<file path="config.mk">
export PLATFORM = sky130hd
export DESIGN_NAME = wave_voice_bank
export DESIGN_NICKNAME = d
export VERILOG_FILES = /design/src/rtl/wave_voice_bank.sv
export SDC_FILE = /design/constraint.sdc
export NUM_CORES = 1
export LEC_CHECK = 0
export ABC_AREA = 1
export BUFFER_PORTS_ARGS = -buffer_cell sky130_fd_sc_hd__buf_2
export CORE_MARGIN = 4
export CORE_UTILIZATION = 55
export CTS_CLUSTER_SIZE = 16
export DETAILED_ROUTE_END_ITERATION = 8
export PLACE_DENSITY = 0.71
export SYNTH_ARGS = -nofsm -noshare
export SYNTH_HDL_FRONTEND = slang
export SYNTH_SLANG_ARGS = --single-unit
</file>
<file path="constraint.sdc">
create_clock -name clk -period 7.9 [get_ports clk]
set_clock_uncertainty 0.1 [all_clocks]
set_input_delay 0 -clock clk [delete_from_list [all_inputs] [get_ports clk]]
set_output_delay 0 -clock clk [all_outputs]
set_load 0.005 [all_outputs]
</file>
<file path="src/rtl/wave_voice_bank.sv">
// wave_voice_bank: multi-voice square/saw/triangle/sine generator with a registered mix
// and a single-slot config port whose updates land only on waveform period boundaries.
module wave_voice_bank #(
    parameter int NUM_VOICES = 3,
    parameter int PRD_W      = 32,
    parameter int STEP_BITS  = 5,
    parameter int SAMPLE_W   = 4,
    parameter int OUT_W      = 6
) (
    input  logic             clk,
    input  logic             reset,
    input  logic             cfg_valid,
    output logic             cfg_ready,
    input  logic [2:0]       cfg_voice,
    input  logic [PRD_W-1:0] cfg_period,
    input  logic [1:0]       cfg_wave,
    input  logic             cfg_en,
    output logic [OUT_W-1:0] mix,
    output logic [3:0]       active_cnt
);
    localparam int STEPS = 1 << STEP_BITS;
    localparam int MAX   = (1 << SAMPLE_W) - 1;

    // Q28 Taylor series on a first-quadrant angle keeps the zero crossings and peaks exact.
    function automatic logic [STEPS*SAMPLE_W-1:0] sine_tab();
        logic [STEPS*SAMPLE_W-1:0] tab;
        longint a, s, term, v;
        int q;
        tab = '0;
        for (int p = 0; p < STEPS; p++) begin
            q = p % (STEPS / 4);
            if ((p / (STEPS / 4)) % 2 == 1) q = STEPS / 4 - q;
            a = 64'sd1686629713 * longint'(q) / longint'(STEPS);
            s = a;
            term = a;
            for (int k = 1; k < 7; k++) begin
                term = -((((term * a) >>> 28) * a) >>> 28) / longint'(2 * k * (2 * k + 1));
                s = s + term;
            end
            if (p >= STEPS / 2) s = -s;
            v = (longint'(MAX) * ((64'sd1 <<< 28) + s) + (64'sd1 <<< 28)) >>> 29;
            tab[p*SAMPLE_W +: SAMPLE_W] = v[SAMPLE_W-1:0];
        end
        return tab;
    endfunction

    localparam logic [STEPS*SAMPLE_W-1:0] SINE = sine_tab();

    logic                  pend, pend_en;
    logic [2:0]            pend_voice;
    logic [PRD_W-1:0]      pend_period;
    logic [1:0]            pend_wave;
    logic [NUM_VOICES-1:0] en, apply;
    logic [SAMPLE_W-1:0]   samp [NUM_VOICES];
    logic [OUT_W-1:0]      sum;
    logic [3:0]            cnt;

    for (genvar g = 0; g < NUM_VOICES; g++) begin : g_voice
        logic                 on, tick;
        logic [PRD_W-1:0]     per, dv, shr, step_len;
        logic [1:0]           wv;
        logic [STEP_BITS-1:0] ph;
        logic [SAMPLE_W-1:0]  tri_v;
        assign shr      = per >> STEP_BITS;
        assign step_len = shr == '0 ? PRD_W'(1) : shr;
        assign tick     = on && dv == step_len - PRD_W'(1);
        assign apply[g] = pend && pend_voice == 3'(g) && (!on || (tick && &ph));
        assign tri_v    = ph[STEP_BITS-2 -: SAMPLE_W];
        assign en[g]    = on;
        assign samp[g]  = !on ? '0 :
                          wv == 2'd0 ? {SAMPLE_W{ph[STEP_BITS-1]}} :
                          wv == 2'd1 ? ph[STEP_BITS-1 -: SAMPLE_W] :
                          wv == 2'd2 ? (ph[STEP_BITS-1] ? ~tri_v : tri_v) :
                          SINE[int'(ph)*SAMPLE_W +: SAMPLE_W];
        always_ff @(posedge clk or posedge reset) begin
            if (reset) begin
                on  <= 1'b0;
                per <= '0;
                wv  <= '0;
                ph  <= '0;
                dv  <= '0;
            end else if (apply[g]) begin
                on  <= pend_en;
                per <= pend_period;
                wv  <= pend_wave;
                ph  <= '0;
                dv  <= '0;
            end else if (tick) begin
                ph  <= ph + STEP_BITS'(1);
                dv  <= '0;
            end else if (on) begin
                dv  <= dv + PRD_W'(1);
            end
        end
    end

    always_comb begin
        sum = '0;
        cnt = '0;
        for (int k = 0; k < NUM_VOICES; k++) begin
            sum = sum + OUT_W'(samp[k]);
            cnt = cnt + 4'(en[k]);
        end
    end

    assign cfg_ready = !pend;

    always_ff @(posedge clk or posedge reset) begin
        if (reset) begin
            pend        <= 1'b0;
            pend_en     <= 1'b0;
            pend_voice  <= '0;
            pend_period <= '0;
            pend_wave   <= '0;
            mix         <= '0;
            active_cnt  <= '0;
        end else begin
            mix        <= sum;
            active_cnt <= cnt;
            if (cfg_valid && cfg_ready) begin
                pend        <= {1'b0, cfg_voice} < 4'(NUM_VOICES);
                pend_en     <= cfg_en;
                pend_voice  <= cfg_voice;
                pend_period <= cfg_period;
                pend_wave   <= cfg_wave;
            end else if (|apply) begin
                pend <= 1'b0;
            end
        end
    end
endmodule
</file>
==> out/summary.txt <==
Primary FF master, synth: dfrtp_1
TritonRoute pass-1 iters: 5
Pwr Density: 328 nW/µm²
Hold Slack: 0.109 ns
grt ovf: 0
Tcrit/Tclk final: 0.552
RSZ-0062 raised after global routing: no
Setup Crit Path Kind: reg -> reg
worst-path maximum fanout: 56
Setup Fix Bufs, Post-CTS: 0
Rel. slew slack: 0.256
Detailed Route WL: 47.0 mm
Yosys warning count: 0
Cell Area, Synth: 16500 µm²
top-level port count: 52
Max Clk Rate: 0.229 GHz
P&R area growth vs syn: 12.3%
Worst-Margin Slew: 1.11 ns
Layout fillers: 2666
full die area: 32900 µm²
required time worst endpoint: 8.22 ns
core box area: 29600 µm²
number of flops mapped to enable cells by yosys: 0
Startpoint Class: register
vias in the first global route: 14900
Mean Syn Cell Area: 7.06 µm²
Synth async-reset ratio: 1.00
post-synthesis cell count: 2345
first-pass GRT wire length: 77.1 mm
sequential fraction of the synthesis area: 0.367
Leakage: 9.03 nW
status: complete, no violations
Port Buffers: 44
share of layout cells above drive strength 1: 0.0798
Placer Congestion: 0.958
Final ANT Viol Nets: 0
# setup viols final: 0
# resized after CTS: 0
setup slack after layout: 3.54 ns
Pint: 3.36 mW
Die X-Extent: 181 µm
clock power share: 0.222
Reg clk slew, reported paths: 0.06 ns
via count: 15700
via density per instance: 5.52
Hold Vio Cnt, Final: 0
Max IR drop VDD: 0.269 mV
Netlist cell types: 57
Initial Utilization: 0.558
clock latency on the worst-skew pair: 0.56 ns
row count: 63
CTS tree: done
chip height: 181 µm
final net count: 2499
DRT iter0 DRCs: 1175
class of the worst hold path: in -> async
Final Max Slew Viols: 0
clock buffers created by TritonCTS: 28
Yosys reg bits: 243
largest net degree at the start of global routing: 132
switching power total: 2.74 mW
Post-CTS Hold Fix Bufs: 66
Gate power share: 0.447
hpwl dp: 34.4 mm
Critical Path Sink Type: register
total power: 6.10 mW
total negative setup slack: 0 ns
Reg power frac: 0.332
post-DR wirelength/cell: 16.6 µm
max_cap viols: 0
clk root buf: clkbuf_16
Net Sw Frac: 0.449
CP arrival: 4.68 ns
initial antenna violation count: 0
Remaining DRCs: 0
min cycle time layout: 4.36 ns
total track usage: 0.283
depth of the CTS H-tree: 1
CTS max path bufs: 3
clk sink count: 243
dpl ws: 3.58 ns
-- cell usage after synthesis, types with 11 or more instances --
cell / instances / area, µm²
nand2_1: 724 / 2720
nor2_1: 247 / 927
inv_1: 244 / 916
dfrtp_1: 243 / 6080
nand3_1: 144 / 721
o21ai_0: 112 / 561
xor2_1: 111 / 972
nand4_1: 58 / 363
xnor2_1: 51 / 447
nor3_1: 44 / 220
clkbuf_1: 41 / 154
a21oi_1: 40 / 200
nand3b_1: 29 / 218
ha_1: 27 / 338
o21ai_2: 26 / 228
o21ai_1: 23 / 115
inv_2: 17 / 63.8
nor4_1: 16 / 100
nor2_2: 14 / 87.6
buf_2: 11 / 55.1
or2_2: 11 / 68.8
-- state kept, by name, indices dropped and copies added, names as in the netlist, 3 cells and up --
| signal | count |
|---|---|
| g_voice.on | 3 |
| g_voice.per | 81 |
| g_voice.wv | 6 |
| pend_period | 27 |
| mix | 6 |
| g_voice.ph | 15 |
| g_voice.dv | 96 |
| pend_voice | 3 |
-- critical path, cell delays in order (launching register included) --
cell     delay [ns]
dfrtp_1        0.46
nor2_1         0.08
nand2_1        0.14
nor2_1         0.10
nand2_1        0.07
nor2_1         0.05
nor2_2         0.22
ha_1           0.24
nand2_1        0.10
nor2_2         0.13
nand2_1        0.17
nor3_2         0.24
nand3_1        0.13
xor2_1         0.16
inv_1          0.05
nand2_1        0.04
nor2_1         0.10
nand3_1        0.09
nor2_1         0.21
nand3_1        0.16
nand2_2        0.70
inv_2          0.25
nand3_1        0.13
nand2_1        0.08
-- routing by layer --
layer / share of wire / vias to the layer above / global-route usage / wire length [µm]
met5: 0 / - / 0 / 0
met4: 0.030 / 0 / 0.0850 / 1420
met3: 0.056 / 81 / 0.0276 / 2640
met2: 0.45 / 509 / 0.453 / 21300
met1: 0.46 / 7404 / 0.410 / 21600
li1: - / 7662 / - / -
-- power by group through the flow --
stage | combinational [mW] | clock, mW | sequential [mW]
after floorplan | 2.00 | 0 | 1.83
after global placement | 2.47 | 0 | 2.02
after detailed placement | 2.54 | 0 | 2.03
after CTS | 2.69 | 1.38 | 2.01
after global routing | 3.09 | 1.43 | 2.05
final | 2.73 | 1.35 | 2.02
-- kinds of logic (layout without fill, tap and decap cells) --
kind of cell	count (synthesis)	count (layout)	synth area share
AND/OR/NAND/NOR	1322	1322	0.347
buffers and inverters	335	434	0.0825
AO/OA/AOI/OAI	248	248	0.0880
flip-flops	243	243	0.367
XOR/XNOR	163	163	0.0871
adder cells (fa/ha/maj)	33	33	0.0277
other	1	3	0.000227
-- final cells by class --
cell class / count / area (µm²) / share of cell area
well taps: 390 / 488 / 0.0262
flip-flops and latches: 243 / 6080 / 0.327
clock buffers: 35 / 798 / 0.0429
inverters: 266 / 1010 / 0.0541
multi-input cells: 1768 / 9110 / 0.490
diodes: 1 / 2.50 / 0.000135
clock inverters: 15 / 164 / 0.00882
repair buffers: 118 / 941 / 0.0506
-- metrics by stage --
stage	utilization	area, µm²	std cells
final	0.627	18600	2836
after global routing	0.627	18600	2835
after CTS	0.627	18600	2835
after detailed placement	0.572	17000	2719
after global placement	0.572	17000	2719
after floorplan	-	16600	2346
-- worst paths after layout --
| path | start | endpoint | slack, ns | cells past startpoint |
|---|---|---|---|---|
| hold reg to reg | pend_en$_DFFE_PP0P_ | g_voice[0].on$_DFFE_PP0N_ | 0.41 | 2 |
| setup / recovery | g_voice[1].per[15]$_DFFE_PP0N_ | g_voice[1].ph[0]$_DFFE_PP0P_ | 3.54 | 23 |
| hold / removal | reset | g_voice[2].ph[1]$_DFFE_PP0P_ | 0.11 | 3 |
| max in group asynchronous | reset | g_voice[0].per[24]$_DFFE_PP0N_ | 6.25 | 4 |
| setup reg to reg | g_voice[1].per[15]$_DFFE_PP0N_ | g_voice[1].ph[0]$_DFFE_PP0P_ | 3.54 | 23 |
| min in group clk | cfg_en | pend_en$_DFFE_PP0P_ | 0.21 | 4 |
-- cells in the final DEF (no fill, tap or decap), types with 11 or more instances in the layout --
cell type        n
inv_1          243
or2_2           11
inv_2           17
o21ai_1         23
o21ai_2         26
nor2_2          15
nor3_1          44
clkbuf_16       29
nand4_1         58
nor2_1         246
o21ai_0        112
dlygate4sd3_1   66
buf_2           44
nor4_1          16
nand3b_1        29
nand2_1        723
xnor2_1         51
nand3_1        144
xor2_1         111
ha_1            27
dfrtp_1        243
a21oi_1         40
Note: power is estimated with default switching activity, not from simulation.
